**src/rtl/uart_tx_serializer.sv**
```systemverilog
// UART transmitter: start bit, DATA_BITS data bits LSB first, optional parity, STOP_BITS stop bits.
// Define UART_TX_PARITY_EN to insert the parity bit (PARITY_ODD selects odd/even).
module uart_tx_serializer #(
  parameter int OVERSAMPLE = 16,
  parameter int DATA_BITS  = 8,
  parameter int STOP_BITS  = 1,
  parameter int PARITY_ODD = 0
) (
  input  logic                 clk,
  input  logic                 reset,
  input  logic                 enable,
  input  logic                 start,
  input  logic [DATA_BITS-1:0] data,
  output logic                 TX,
  output logic                 busy,
  output logic                 done
);

  localparam int TICK_W = $clog2(OVERSAMPLE);
  localparam int BIT_W  = (DATA_BITS > 1) ? $clog2(DATA_BITS) : 1;
  localparam logic [TICK_W-1:0] TICK_LAST = TICK_W'(OVERSAMPLE - 1);
  localparam logic [BIT_W-1:0]  BIT_LAST  = BIT_W'(DATA_BITS - 1);
  localparam logic [BIT_W-1:0]  STOP_LAST = BIT_W'(STOP_BITS - 1);

  generate
    if (OVERSAMPLE < 2 || DATA_BITS < 5 || DATA_BITS > 8 ||
        (STOP_BITS != 1 && STOP_BITS != 2) ||
        (PARITY_ODD != 0 && PARITY_ODD != 1)) begin : g_param_check
      $error("uart_tx_serializer: illegal parameter value");
    end
  endgenerate

`ifdef UART_TX_PARITY_EN
  typedef enum logic [2:0] {S_IDLE, S_START, S_DATA, S_PARITY, S_STOP} state_t;
`else
  typedef enum logic [2:0] {S_IDLE, S_START, S_DATA, S_STOP} state_t;
`endif

  state_t                state_reg, state_next;
  logic [TICK_W-1:0]     tick_reg, tick_next;
  logic [BIT_W-1:0]      bit_reg, bit_next;
  logic [DATA_BITS-1:0]  shift_reg, shift_next;
  logic                  tx_reg, tx_next;
  logic                  busy_reg, busy_next;
  logic                  done_reg, done_next;
`ifdef UART_TX_PARITY_EN
  logic                  parity_reg, parity_next;
`endif
  logic                  bit_end;

  assign bit_end = (tick_reg == TICK_LAST);

  always_comb begin
    state_next = state_reg;
    tick_next  = bit_end ? '0 : tick_reg + TICK_W'(1);
    bit_next   = bit_reg;
    shift_next = shift_reg;
    tx_next    = tx_reg;
    busy_next  = busy_reg;
    done_next  = 1'b0;
`ifdef UART_TX_PARITY_EN
    parity_next = parity_reg;
`endif
    case (state_reg)
      S_IDLE: begin
        tick_next = '0;
        if (start && !busy_reg) begin
          shift_next = data;
          busy_next  = 1'b1;
          tx_next    = 1'b0;
          bit_next   = '0;
          state_next = S_START;
`ifdef UART_TX_PARITY_EN
          parity_next = (^data) ^ (PARITY_ODD != 0);
`endif
        end
      end
      S_START: begin
        if (bit_end) begin
          state_next = S_DATA;
          tx_next    = shift_reg[0];
          bit_next   = '0;
        end
      end
      S_DATA: begin
        if (bit_end) begin
          if (bit_reg == BIT_LAST) begin
            bit_next = '0;
`ifdef UART_TX_PARITY_EN
            state_next = S_PARITY;
            tx_next    = parity_reg;
`else
            state_next = S_STOP;
            tx_next    = 1'b1;
`endif
          end else begin
            // Shift so the next data bit always sits at index 0
            bit_next   = bit_reg + BIT_W'(1);
            shift_next = shift_reg >> 1;
            tx_next    = shift_reg[1];
          end
        end
      end
`ifdef UART_TX_PARITY_EN
      S_PARITY: begin
        if (bit_end) begin
          state_next = S_STOP;
          tx_next    = 1'b1;
          bit_next   = '0;
        end
      end
`endif
      S_STOP: begin
        if (bit_end) begin
          if (bit_reg == STOP_LAST) begin
            state_next = S_IDLE;
            busy_next  = 1'b0;
            done_next  = 1'b1;
            tx_next    = 1'b1;
            bit_next   = '0;
          end else begin
            bit_next = bit_reg + BIT_W'(1);
          end
        end
      end
      default: begin
        state_next = S_IDLE;
        tick_next  = '0;
        bit_next   = '0;
        tx_next    = 1'b1;
        busy_next  = 1'b0;
      end
    endcase
  end

  always_ff @(posedge clk) begin
    if (reset) begin
      state_reg <= S_IDLE;
      tick_reg  <= '0;
      bit_reg   <= '0;
      shift_reg <= '0;
      tx_reg    <= 1'b1;
      busy_reg  <= 1'b0;
      done_reg  <= 1'b0;
`ifdef UART_TX_PARITY_EN
      parity_reg <= 1'b0;
`endif
    end else if (enable) begin
      state_reg <= state_next;
      tick_reg  <= tick_next;
      bit_reg   <= bit_next;
      shift_reg <= shift_next;
      tx_reg    <= tx_next;
      busy_reg  <= busy_next;
      done_reg  <= done_next;
`ifdef UART_TX_PARITY_EN
      parity_reg <= parity_next;
`endif
    end else begin
      // Frozen: everything holds except the done pulse
      done_reg <= 1'b0;
    end
  end

  assign TX   = tx_reg;
  assign busy = busy_reg;
  assign done = done_reg;

endmodule
```
**config.mk**
```make
export PLATFORM = sky130hd
export DESIGN_NAME = uart_tx_serializer
export DESIGN_NICKNAME = d
export VERILOG_FILES = /design/src/rtl/uart_tx_serializer.sv
export SDC_FILE = /design/constraint.sdc
export NUM_CORES = 1
export LEC_CHECK = 0
export CAP_MARGIN = 10
export CELL_PAD_IN_SITES_DETAIL_PLACEMENT = 0
export CELL_PAD_IN_SITES_GLOBAL_PLACEMENT = 1
export CORE_MARGIN = 4
export CORE_UTILIZATION = 25
export DETAILED_ROUTE_END_ITERATION = 8
export PLACE_DENSITY_LB_ADDON = 0.1
export RECOVER_POWER = 50
export SLEW_MARGIN = 20
export SYNTH_ARGS = -nofsm -noshare
export SYNTH_HDL_FRONTEND = slang
export SYNTH_SLANG_ARGS = --single-unit
```
**constraint.sdc**
```tcl
create_clock -name clk -period 1.8 [get_ports clk]
set_input_delay 0.36 -clock clk [delete_from_list [all_inputs] [get_ports clk]]
set_output_delay 0.36 -clock clk [all_outputs]
set_load 0.005 [all_outputs]
```
## After elaboration in Yosys (flattened, before gate mapping)

Index checks and enable logic that the tools add are counted.

| storage, ports and cells | value |
|---|---|
| flip-flop bits (word level) | 21 |
| input port bits | 12 |
| output and inout port bits | 3 |
| word-level logic and storage cells | 70 |

| cells by class | value |
|---|---|
| add/subtract/negate cells | 2 |
| eq/ne operators | 12 |
| multiplexer cells | 32 |
| bitwise gates (word level) | 4 |
| reduce and logical (&&, ||, !) cells | 13 |

Operators with widths:

| cell | number |
|---|---|
| 3-bit 2-to-1 mux | 12 |
| 8-bit 2-to-1 mux | 3 |
| 3-bit one-hot mux with 4 select lines | 2 |
| 8-bit one-hot mux with 2 select lines | 1 |
| 5-bit AND reduction | 3 |
| 2-bit inequality test, second input constant | 7 |
| 1-bit 2-to-1 mux | 10 |
| 4-bit 2-to-1 mux | 2 |
| 7-bit AND reduction | 1 |
| 3-bit by 2-bit equality test with 1-bit output, second input constant | 2 |
| 3-bit zero test | 2 |
| 6-bit AND reduction | 1 |
| 4-bit by 1-bit adder with 4-bit output, second input constant | 1 |
| 4-bit equality test, second input constant | 1 |
| 1-bit inverter | 4 |
| 1-bit one-hot mux with 4 select lines | 1 |
| 4-bit OR reduction | 1 |
| 3-bit by 1-bit adder with 3-bit output, second input constant | 1 |
| 3-bit by 1-bit equality test with 1-bit output, second input constant | 1 |
| 3-bit equality test, second input constant | 1 |
| 1-bit one-hot mux with 3 select lines | 1 |
| 3-bit OR reduction | 1 |
| 2-bit nonzero test | 1 |
| 2-bit OR reduction | 1 |
| 2 further kinds | 2 |

## Longest topological paths before layout

Gate-level depths: netlist of the first run.

| logic depth | value |
|---|---|
| word-level depth | 4 |
| mapped depth | 7 |
| depth with buffers taken out | 6 |

## Worst setup path after synthesis of the first run

No wires, ideal clock.

| timing path | value |
|---|---|
| kind | register -> register |
| from | register state_reg[0] |
| to | register shift_reg[5] |
| setup time | 0.088 ns |
| arrival time | 1.726 ns |
| required time | 1.712 ns |
| setup slack | -0.014 ns |
| cell stages (with the launch flop) | 8 |
| path buffers | 1 |
| period minus slack after synthesis | 1.814 ns |
| path through | dfxtp_1 > inv_1 > ha_1 > and2_1 > a2111oi_4 > buf_6 > a21oi_1 > a311oi_2 |

| on the way | value |
|---|---|
| cells in the longest elaborated chain, start to end | 3 |
| elaborated cells on any way between the ends | 8 |
| those cells by class | 4 x eq/ne; 1 x mux; 3 x reduce/logical |

Ends and longest elaborated chain:

| element | RTL line | source |
|---|---|---|
| start: declaration | 39 | `state_t state_reg, state_next;` |
| start signal: assignment | 149 | `state_reg <= state_next;` |
| 3-bit by 2-bit equality test with 1-bit output or 3-bit zero test (tied branches) | 64 | `case (state_reg)` |
| 2-bit inequality test (no source line) or 2-bit nonzero test (tied branches) | -- |  |
| 5-bit AND reduction (no source line) | -- |  |
| end signal: assignment | 152 | `shift_reg <= shift_next;` |
| end: declaration | 42 | `logic [DATA_BITS-1:0] shift_reg, shift_next;` |

Parallel ways exist; a longest one is shown, timed or not.
A chain may end at the register's enable or synchronous reset.

## Worst setup path after layout of the first run

| timing path | value |
|---|---|
| from | register bit_reg[0] |
| to | register shift_reg[7] |

| on the way | value |
|---|---|
| cells in the longest elaborated chain, start to end | 3 |

Ends and longest elaborated chain:

| element | RTL line | source |
|---|---|---|
| start: declaration | 41 | `logic [BIT_W-1:0] bit_reg, bit_next;` |
| start signal: assignment | 151 | `bit_reg <= bit_next;` |
| 3-bit equality test | 87 | `if (bit_reg == BIT_LAST) begin` |
| 2-bit inequality test (no source line) | -- |  |
| 5-bit AND reduction (no source line) | -- |  |

No other way between the ends.

==> results of run 1 <==
[power by group]
group	switching, µW	leakage (µW)	internal [µW]
clock	159	0.0000357	297
combinational	236	0.000413	240
sequential	35.4	0.000164	499
total	431	0.000613	1040
[timing repair]
| action | CTS | global route |
|---|---|---|
| setup endpoints to repair | 3 | 10 |
| buffers inserted | 0 | 3 |
| pin swaps | 1 | 8 |
| gates cloned | 0 | 1 |
| endpoints found under the hold margin | 0 | 0 |
| gates resized for setup | 6 | 14 |
[cell type report]
type	instances	area share (%)
multi-input cells	93	47.9
flip-flops and latches	20	24.7
repair buffers	33	17.5
well taps	52	3.98
clock buffers	3	2.53
clock inverters	1	1.84
inverters	7	1.61
[worst reg2reg max path, stage by stage (launching register included)]
cell	delay, ns
sky130_fd_sc_hd__dfxtp_2	0.35
sky130_fd_sc_hd__ha_4	0.16
sky130_fd_sc_hd__ha_4	0.15
sky130_fd_sc_hd__and2_4	0.14
sky130_fd_sc_hd__a2111oi_4	0.33
sky130_fd_sc_hd__buf_6	0.19
sky130_fd_sc_hd__nand2_1	0.05
sky130_fd_sc_hd__a32o_1	0.25
[routing by layer]
metal / share of wire [%] / global-route usage, % / up-vias
met2: 46 / 16.8 / 22
met5: 0 / 0 / -
li1: - / - / 543
met3: 3.2 / 2.13 / 4
met1: 50 / 14.0 / 508
met4: 1.3 / 3.99 / 0
[cells in the mapped netlist (all sizes together), types with 2 or more instances]
cell and n:
nor4 3, nor2 5, a21oi 17, nand2b 2
and3 2, a311oi 7, o211ai 2, o31ai 2
nand2 9, nand3 3, inv 7, o21a 2
clkbuf 3, buf 3, ha 10, dfxtp 20
mux2i 7, o21ai 3, and2 2, nor2b 2
[metrics by stage]
step | setup slack (ns) | area (µm²) | setup TNS, ns | total power, µW
2_1_floorplan | 0.0383 | 1170 | 0 | 809
3_3_place_gp | -0.145 | 1450 | -1.07 | 965
3_5_place_dp | -0.178 | 1450 | -1.17 | 973
4_1_cts | 0.0188 | 1550 | 0 | 1460
5_1_grt | 0.00929 | 1630 | 0 | 1550
6_report | 0.0880 | 1630 | 0 | 1470
[kinds of logic after synthesis]
| kind of cell | Yosys count |
|---|---|
| compound gates | 44 |
| fa+ha+maj | 10 |
| buf+inv | 13 |
| flops | 20 |
| mux | 7 |
| simple gates | 32 |
[worst paths after layout]
path	from	end	slack, ns	cells after the start
setup / recovery	bit_reg[0]	shift_reg[7]	0.09	7
hold / removal	tick_reg[3]	tick_reg[3]	0.49	2
setup reg to reg	bit_reg[0]	shift_reg[7]	0.09	7
hold reg to reg	tick_reg[3]	tick_reg[3]	0.49	2
==> flow_summary.rst, run 1 <==
.. list-table::
   :header-rows: 1

   * - Metric
     - Value
   * - Cell Count, Final, Fillers Out
     - around 210
   * - Largest stage delay, worst path
     - around 0.35 ns
   * - Fillers
     - approximately 460
   * - RSZ-0062 raised after global routing
     - false
   * - Sequential cell area fraction in the yosys report
     - between 30% and 40%
   * - Total of endpoints with negative setup slack in the final report
     - 0
   * - Tmin final
     - around 1.7 ns
   * - Number of distinct library cells after synthesis
     - 40
   * - Most frequent standard cell in the layout excluding fill and tap cells
     - sky130_fd_sc_hd__dfxtp_1
   * - Leading post-synthesis cells by cell area
     - sky130_fd_sc_hd__dfxtp_1, sky130_fd_sc_hd__ha_1, sky130_fd_sc_hd__a21oi_1
   * - Capturing element type of the critical path
     - flop
   * - Mean number of vias per cell
     - around 5
   * - Effective utilization at floorplan
     - a little over a quarter
   * - Count of routing violations after the opening detailed-route iteration
     - 48
   * - WL per Instance
     - ~15 µm
   * - Count of final max-slew check failures
     - 0
   * - Clock Path Buffers
     - 2
   * - Post-route ant nets
     - 0
   * - Req. time, crit path
     - ~2.0 ns
   * - Std-Cell Core Area
     - about 4400 µm²
   * - Port Buffer Count
     - 14
   * - Count of inserted antenna diode cells
     - 0
   * - Top Family by Delay on Critical Path
     - compound AO/OA/AOI/OAI gates
   * - Final estimated routing congestion in global placement
     - between 0.7 and 0.8
   * - Worst Max-Slew Pin Slew
     - about 0.32 ns
   * - Vertical die dimension
     - around 76 µm
   * - Number of flip-flops in the largest register
     - 8
   * - Storage element area
     - 403 µm²
   * - Mean instance size in the synthesized netlist
     - approximately 9 µm²
   * - Post-synth net total
     - about 150
   * - List of cells traversed by the critical path
     - ha_4, ha_4, and2_4, a2111oi_4, buf_6, nand2_1, a32o_1
   * - Clock buffers created by TritonCTS
     - 3
   * - Global-route total usage across every layer
     - a little over a tenth
   * - Buffer and inverter count on the worst path
     - 1
   * - Slowest cell on the critical path
     - sky130_fd_sc_hd__dfxtp_2
   * - DP Cell Count
     - between 200 and 250
   * - Total Die Area
     - a little under 6000 µm²
   * - Critical path peak fanout
     - 7
   * - Worst-skew pair later-pin latency
     - roughly 0.26 ns
   * - Critical path start-end classification
     - flop to flop
   * - Final core area utilization
     - a little under two fifths
   * - Fraction of layout cells with a size suffix above 1
     - a little over a quarter
   * - Final Hold Vio Count
     - 0
   * - Count of hold buffers inserted by post-cts repair
     - 0
   * - Final hold slack
     - 0.492 ns
   * - First-pass DRT Iterations
     - 4
   * - Area growth from synthesis to layout
     - 40.4%
   * - Cell repeated most along the worst path
     - sky130_fd_sc_hd__ha_4
   * - Via count
     - around 1,100
   * - Headroom to the max-slew limit
     - 78.5%
   * - Sink count of the clock tree
     - 20
   * - Clock Pin Slew Worst Setup and Hold Paths
     - ~0.080 ns
   * - Static Leak
     - between 0.0006 and 0.0007 µW
   * - Type of element launching the critical path
     - flop
   * - Root Driver
     - sky130_fd_sc_hd__clkbuf_8
   * - I/O pin cnt
     - 15
   * - Period Utilization, post-route
     - 95.1%
   * - Fmax
     - roughly 580 MHz
   * - Highest-count cells in the layout ignoring fill and taps
     - sky130_fd_sc_hd__dfxtp_1, sky130_fd_sc_hd__a21oi_1, sky130_fd_sc_hd__buf_4
   * - First-pass GRT wire length
     - about 5000 µm
   * - Post-synth EDFFs
     - 0
   * - DP HPWL
     - 2200 µm
   * - Async set or reset register ratio after synthesis
     - 0%
   * - Fraction of synthesized cell area taken by the top area cell type
     - approximately a third
   * - Combined area of the multi-input logic cells
     - a little under 800 µm²
   * - Result of the run
     - complete, no violations
   * - Simple-gate share of the synthesized area
     - between 10 and 15%
   * - Type of the worst min-delay path
     - flop to flop
   * - Power density of the placed cells
     - 897 nW/µm²
   * - CTS tree
     - built
   * - Most frequently used flop master after synthesis
     - sky130_fd_sc_hd__dfxtp_1
   * - Row count
     - 24
   * - Overflow left after global routing
     - 0
   * - Initial antenna violation count
     - 0
   * - Number of global-route vias before repair
     - between 1,000 and 1,500
   * - Horizontal die dimension
     - around 76 µm
   * - Number of H-tree levels
     - 1
   * - Post-Synthesis Cell Area
     - 1160 µm²
   * - Arrival time of data at the critical path endpoint
     - about 1.9 ns
   * - Number of nets in the final layout
     - between 150 and 200
   * - Combinational family with the most area after synthesis
     - compound AO/OA/AOI/OAI gates
   * - FF+latch count, synth
     - 20
   * - Share of synthesized area spent on multiplexers
     - under 10%
   * - Drt total wl
     - around 3100 µm
   * - Max Cap Viol
     - 0
   * - Post-Route Skew
     - 0.00831 ns
   * - Fraction of the mapped netlist area in compound gates
     - 28.8%
   * - Maximum number of pins on one net before global-route repair
     - 16
   * - Synth Area in Adders
     - 10.8%
   * - Drc violations
     - 0
   * - Xor and xnor fraction of the mapped netlist area
     - 0%
   * - Mapped Cells
     - about 130
   * - Yosys Warn Count
     - 0
   * - Maximum VDD drop
     - between 300 and 400 µV
   * - Biggest area consumer among synthesized cells
     - sky130_fd_sc_hd__dfxtp_1
Power figures use the tool's default switching activity.
==> run 2, diff against run 1 <==
ABC_AREA = 1   (was unset)
CORE_ASPECT_RATIO = 0.6   (was unset)
==> run 2 against run 1 <==
  * Sequential power grew 20%
  * Largest power group is now combinational cells
  * Worst hold slack got worse by 0.032 ns
  * Critical endpoint is now bit_reg[1]
  * Count of clock-buffer cells in the layout is the same
  * Critical path type unchanged
  * Utilization shrank 4.3 points
  * First-iteration DRC count up 73%
  * Highest routed layer unchanged
==> flow_summary.rst, run 2 <==
.. list-table::
   :header-rows: 1

   * - Metric
     - Value
   * - Result of the run
     - complete, no violations
   * - Fraction of synthesized cell area taken by the top area cell type
     - approximately 33%
   * - Clock Pin Slew Worst Setup and Hold Paths
     - 0.09 ns
   * - Count of inserted antenna diode cells
     - 0
   * - Post-synth net total
     - 190
   * - Worst-skew pair later-pin latency
     - 0.27 ns
   * - Post-Synthesis Cell Area
     - roughly 1200 µm²
   * - Number of H-tree levels
     - 1
   * - Initial antenna violation count
     - 0
   * - Period Utilization, post-route
     - between 90% and 100%
   * - Tmin final
     - around 1.6 ns
   * - Max Cap Viol
     - 0
   * - Maximum number of pins on one net before global-route repair
     - 17
   * - Mapped Cells
     - 168
   * - Post-route ant nets
     - 0
   * - Drc violations
     - 0
   * - Total Die Area
     - 6060 µm²
   * - Capturing element type of the critical path
     - flop
   * - Biggest area consumer among synthesized cells
     - sky130_fd_sc_hd__dfxtp_1
   * - Headroom to the max-slew limit
     - between 80 and 90%
   * - Post-synth EDFFs
     - 0
   * - Synth top cells by count
     - sky130_fd_sc_hd__nand2_1, sky130_fd_sc_hd__nor2_1, sky130_fd_sc_hd__dfxtp_1
   * - Total chip power
     - 1970 µW
   * - Sink count of the clock tree
     - 20
   * - Worst Max-Slew Pin Slew
     - roughly 0.27 ns
   * - Number of flip-flops in the largest register
     - 8
   * - Most frequently used flop master after synthesis
     - sky130_fd_sc_hd__dfxtp_1
   * - End of the worst register-to-register path
     - bit_reg[1]
   * - Fmax
     - 609 MHz
   * - Mean instance size in the synthesized netlist
     - 7.21 µm²
   * - Worst r2r src
     - state_reg[0]
   * - Type of element launching the critical path
     - flop
   * - R2R cell count
     - 7
   * - CTS tree
     - built
   * - First-pass GRT wire length
     - around 4800 µm
   * - Fraction of layout cells with a size suffix above 1
     - about 8.6%
   * - Number of distinct library cells after synthesis
     - 30
   * - Overflow left after global routing
     - 0
   * - Maximum VDD drop
     - around 500 µV
   * - Root Driver
     - sky130_fd_sc_hd__clkbuf_8
   * - R2r setup slk
     - roughly 0.16 ns
   * - Clock buffers created by TritonCTS
     - 3
   * - Final Hold Vio Count
     - 0
   * - Arrival time of data at the critical path endpoint
     - 1.82 ns
   * - Std-Cell Core Area
     - between 4000 and 5000 µm²
   * - Req. time, crit path
     - approximately 2 ns
   * - Final estimated routing congestion in global placement
     - slightly below 0.8
   * - Most frequent standard cell in the layout excluding fill and tap cells
     - sky130_fd_sc_hd__nand2_1
   * - I/O pin cnt
     - 15
   * - Static Leak
     - about 0.00070 µW
   * - Launch point of the worst path
     - state_reg[0]
   * - Highest-count cells in the layout ignoring fill and taps
     - sky130_fd_sc_hd__nand2_1, sky130_fd_sc_hd__nor2_1, sky130_fd_sc_hd__dfxtp_1
   * - Termination of the worst setup path
     - bit_reg[1]
   * - Drt total wl
     - roughly 2800 µm
   * - Mean number of vias per cell
     - between 4 and 5
   * - Most used standard cell by instance count after synthesis
     - sky130_fd_sc_hd__nand2_1
   * - Count of routing violations after the opening detailed-route iteration
     - 83
   * - Global-route total usage across every layer
     - between 10% and 20%
   * - Number of nets in the final layout
     - about 210
   * - Power density of the placed cells
     - ~1300 nW/µm²
   * - First-pass DRT Iterations
     - 4
   * - Row count
     - 19
   * - Type of the worst min-delay path
     - flop to flop
   * - Vertical die dimension
     - 61.9 µm
   * - FF+latch count, synth
     - 20
   * - Horizontal die dimension
     - around 98 µm
   * - Async set or reset register ratio after synthesis
     - 0%
   * - Critical path start-end classification
     - flop to flop
   * - Area of all placed cells without fillers
     - between 1500 and 2000 µm²
   * - Via count
     - 1,037
   * - Yosys Warn Count
     - 0
   * - DP HPWL
     - between 2000 and 2500 µm
   * - Critical path peak fanout
     - 4
   * - Sequential cell area fraction in the yosys report
     - about 33%
   * - WL per Instance
     - between 10 and 15 µm
   * - Fillers
     - 514
   * - Count of final max-slew check failures
     - 0
   * - Area growth from synthesis to layout
     - 24.4%
   * - Total of endpoints with negative setup slack in the final report
     - 0
   * - Clock Path Buffers
     - 2
   * - Port Buffer Count
     - 14
   * - Post-placement cell area
     - 1430 µm²
   * - Number of global-route vias before repair
     - 950
   * - Post-Route Skew
     - ~0.0042 ns
   * - Effective utilization at floorplan
     - a little over a quarter
   * - Leading post-synthesis cells by cell area
     - sky130_fd_sc_hd__dfxtp_1, sky130_fd_sc_hd__nand2_1, sky130_fd_sc_hd__ha_1
run 2: cell types whose count changed after synthesis, moves of 5 or more:
cell,before,now
sky130_fd_sc_hd__a311oi_1,5,0
sky130_fd_sc_hd__nand3_1,3,11
sky130_fd_sc_hd__nor2_1,4,30
sky130_fd_sc_hd__a21oi_1,17,6
sky130_fd_sc_hd__inv_1,7,14
sky130_fd_sc_hd__nand2_1,9,46
run 2: power breakdown:
| part | switching, µW | internal, µW | leakage, µW |
|---|---|---|---|
| clock network | 174 | 297 | 0.0000357 |
| registers | 81.6 | 559 | 0.000164 |
| logic | 508 | 346 | 0.000504 |
run 2: layout make-up:
class	count	area [µm²]	area share (%)
tap	63	78.8	5.23
clock buffer	3	41.3	2.74
sequential	20	400	26.6
clock inverter	1	30.0	1.99
inverter	15	56.3	3.74
multi-input combinational	129	729	48.4
timing repair buffer	18	170	11.3
run 2: cell families after synthesis:
logic type,Yosys count,synth area share [%]
AND/OR/NAND/NOR,98,36.5
AO/OA/AOI/OAI,13,6.72
adder cells (fa/ha/maj),10,10.3
buffers and inverters,19,6.92
flip-flops,20,33.1
XOR/XNOR,1,0.723
multiplexers,7,5.79
run 2: what timing repair did:
| action | CTS | global route |
|---|---|---|
| resized for setup | 0 | 1 |
| buffers inserted | 0 | 0 |
| endpoints found under the setup margin | 0 | 2 |
| endpoints found under the hold margin | 0 | 0 |
| hold buffers | 0 | 0 |
run 2: worst min-delay path by stage:
stage,to,from,slack [ns],depth (start not counted)
finish,TX,TX,0.46,2
floorplan,tick_reg[1],reset,0.43,1
detailed placement,TX,TX,0.45,2
global placement,TX,TX,0.44,2
global route,TX,TX,0.48,2
CTS,TX,TX,0.48,2
run 2: metal layers:
metal | vias up | part of all wire (%) | track usage [%]
li1 | 569 | - | -
met1 | 446 | 57 | 16.0
met2 | 18 | 36 | 12.3
met3 | 4 | 6.0 | 3.79
met4 | 0 | 1.3 | 4.14
met5 | - | 0 | 0
run 2: critical path, stage by stage (launching register included):
cell,delay [ns]
sky130_fd_sc_hd__dfxtp_1,0.41
sky130_fd_sc_hd__inv_1,0.12
sky130_fd_sc_hd__ha_1,0.27
sky130_fd_sc_hd__nand2_1,0.17
sky130_fd_sc_hd__nand3_1,0.20
sky130_fd_sc_hd__nor2_1,0.19
sky130_fd_sc_hd__and2_1,0.15
sky130_fd_sc_hd__nor2_1,0.04
run 2: stage by stage:
stage	std cells	setup WS [ns]	util [%]	hold WS (ns)	setup TNS [ns]
finish	249	0.158	32.5	0.459	0
global route	249	-0.00336	32.5	0.479	-0.00336
CTS	249	0.119	32.4	0.475	0
detailed placement	245	0.104	30.9	0.451	0
global placement	245	0.0801	30.9	0.444	0
floorplan	168	0.303	-	0.429	0
==> run 3, diff against run 2 <==
GPL_TIMING_DRIVEN = 0   (was unset)
==> run 3 against run 2 <==
  * Final cell count unchanged
  * Die area unchanged
  * Flip-flop and latch count unchanged
  * Total power down 4.4%
  * Clock power down 25%
  * Sequential power about the same
  * Largest power group unchanged
  * Utilization down 0.27 points
  * Worst setup slack worse by 0.049 ns
  * Count of clock-buffer cells in the layout up 1
  * Wire length up 2.4%
==> flow_summary.rst, run 3 (same netlist as run 2, synthesis figures left out) <==
.. list-table::
   :header-rows: 1

   * - Metric
     - Value
   * - Critical path peak fanout
     - 10
   * - First-pass GRT wire length
     - a little under 5000 µm
   * - Count of inserted antenna diode cells
     - 0
   * - Period Utilization, post-route
     - between 90% and 100%
   * - Root Driver
     - sky130_fd_sc_hd__clkbuf_8
   * - Overflow left after global routing
     - 0
   * - Worst-skew pair later-pin latency
     - about 0.26 ns
   * - Highest-count cells in the layout ignoring fill and taps
     - sky130_fd_sc_hd__nand2_1, sky130_fd_sc_hd__nor2_1, sky130_fd_sc_hd__dfxtp_1
   * - Count of hold buffers inserted by post-cts repair
     - 0
   * - Worst Hold Path Cells
     - 2
   * - Tmin final
     - between 1.5 and 2 ns
   * - Post-CTS setup buffer count
     - 0
   * - RSZ-0062 raised after global routing
     - false
   * - Total chip power
     - around 1900 µW
   * - Total Neg Setup Slack
     - 0 ns
   * - Fraction of layout cells with a size suffix above 1
     - between 8 and 9%
   * - Drc violations
     - 0
   * - Arrival time of data at the critical path endpoint
     - 1.90 ns
   * - Number of nets in the final layout
     - 209
   * - Clock buffers created by TritonCTS
     - 3
   * - Clock Path Buffers
     - 2
   * - Number of flip-flops in the largest register
     - 8
   * - Number of global-route vias before repair
     - 980
   * - Critical hold path startpoint
     - shift_reg[7]
   * - Req. time, crit path
     - ~2 ns
   * - Row count
     - 19
   * - GR peak layer
     - met2
   * - Headroom to the max-slew limit
     - about two thirds
   * - Static Leak
     - roughly 0.00069 µW
   * - Drt total wl
     - between 2000 and 3000 µm
   * - Initial antenna violation count
     - 0
   * - Total Die Area
     - ~6100 µm²
   * - Result of the run
     - complete, no violations
   * - R2R cell count
     - 9
   * - Max Cap Viol
     - 0
   * - Sink count of the clock tree
     - 20
   * - Met2 usage
     - approximately 16%
   * - Type of the worst min-delay path
     - flop to flop
   * - Critical path start-end classification
     - flop to flop
   * - Grt met1 use
     - between 10% and 20%
   * - Power density of the placed cells
     - 1260 nW/µm²
   * - WL per Instance
     - 11.6 µm
   * - I/O pin cnt
     - 15
   * - Final estimated routing congestion in global placement
     - about 0.76
   * - Port Buffer Count
     - 14
   * - Type of element launching the critical path
     - flop
   * - Post-route ant nets
     - 0
   * - Post-Route Skew
     - ~0.006 ns
   * - Final Hold Vio Count
     - 0
   * - Count of routing violations after the opening detailed-route iteration
     - 22
   * - Via count
     - between 1,000 and 1,500
   * - First-pass DRT Iterations
     - 4
   * - Mean number of vias per cell
     - approximately 4.2
   * - Capturing element type of the critical path
     - flop
   * - Most frequent standard cell in the layout excluding fill and tap cells
     - sky130_fd_sc_hd__nand2_1
   * - Final core area utilization
     - approximately 32%
   * - Total of endpoints with negative setup slack in the final report
     - 0
   * - Horizontal die dimension
     - 97.9 µm
   * - Worst r2r src
     - state_reg[0]
   * - Worst Max-Slew Pin Slew
     - just over 0.5 ns
   * - Cell Count, Final, Fillers Out
     - ~250
   * - Std-Cell Core Area
     - around 4600 µm²
   * - DP Cell Count
     - between 200 and 250
   * - Launch point of the worst path
     - state_reg[0]
   * - Effective utilization at floorplan
     - a little over a quarter
   * - Fraction of met3 tracks used by global routing
     - under 10%
   * - Clock Pin Slew Worst Setup and Hold Paths
     - 0.08 ns
   * - Area growth from synthesis to layout
     - 23.3%
   * - Fmax
     - 591 MHz
   * - Final hold slack
     - between 0.4 and 0.5 ns
   * - Count of final max-slew check failures
     - 0
   * - Number of H-tree levels
     - 1
   * - Maximum VDD drop
     - around 470 µV
   * - DP HPWL
     - 2260 µm
   * - CTS tree
     - built
   * - Global-route total usage across every layer
     - 10.4%
   * - Resized Gates After CTS
     - 1
   * - Maximum number of pins on one net before global-route repair
     - 12
   * - Vertical die dimension
     - a little over 60 µm
[run 3: stage by stage]
| step | cell area [µm²] | setup slack (ns) |
|---|---|---|
| 5_1_grt | 1490 | 0.00585 |
| 3_3_place_gp | 1430 | -0.0445 |
| 6_report | 1490 | 0.109 |
| 3_5_place_dp | 1430 | -0.0765 |
| 2_1_floorplan | 1210 | 0.303 |
| 4_1_cts | 1490 | 0.0592 |
[run 3: path summary, 6_finish.rpt]
path | end | slack, ns
worst max-delay path | bit_reg[1] | 0.11
worst min-delay path | shift_reg[7] | 0.49
worst max register to register | bit_reg[1] | 0.11
worst min register to register | shift_reg[7] | 0.49
[run 3: worst max-delay path, cell delays in order, from the launching register on]
cell	delay, ns
sky130_fd_sc_hd__dfxtp_2	0.34
sky130_fd_sc_hd__inv_1	0.12
sky130_fd_sc_hd__ha_1	0.17
sky130_fd_sc_hd__buf_4	0.22
sky130_fd_sc_hd__inv_2	0.06
sky130_fd_sc_hd__or2_1	0.20
sky130_fd_sc_hd__nand2_1	0.18
sky130_fd_sc_hd__nand3_1	0.09
sky130_fd_sc_hd__and2_1	0.16
sky130_fd_sc_hd__nor2_1	0.09
[run 3: area by class of cell]
| class | instances | area, µm² |
|---|---|---|
| Fill cell | 503 | 3140 |
| Multi-Input combinational cell | 129 | 734 |
| Sequential cell | 20 | 402 |
| Timing Repair Buffer | 14 | 140 |
| Tap cell | 63 | 78.8 |
| Inverter | 15 | 56.3 |
| Clock buffer | 4 | 55.1 |
| Buffer | 4 | 27.5 |
[run 3: routing by layer]
layer  wire (µm)  vias to the layer above
met5           0                        -
met4           8                        0
met3         143                        2
met2        1110                       17
met1        1630                      463
li1            -                      569
[run 3: power by group]
part / leakage, µW / switching [µW] / internal [µW]
registers: 0.000164 / 79.7 / 561
clock network: 0.0000288 / 160 / 195
logic: 0.000501 / 528 / 355
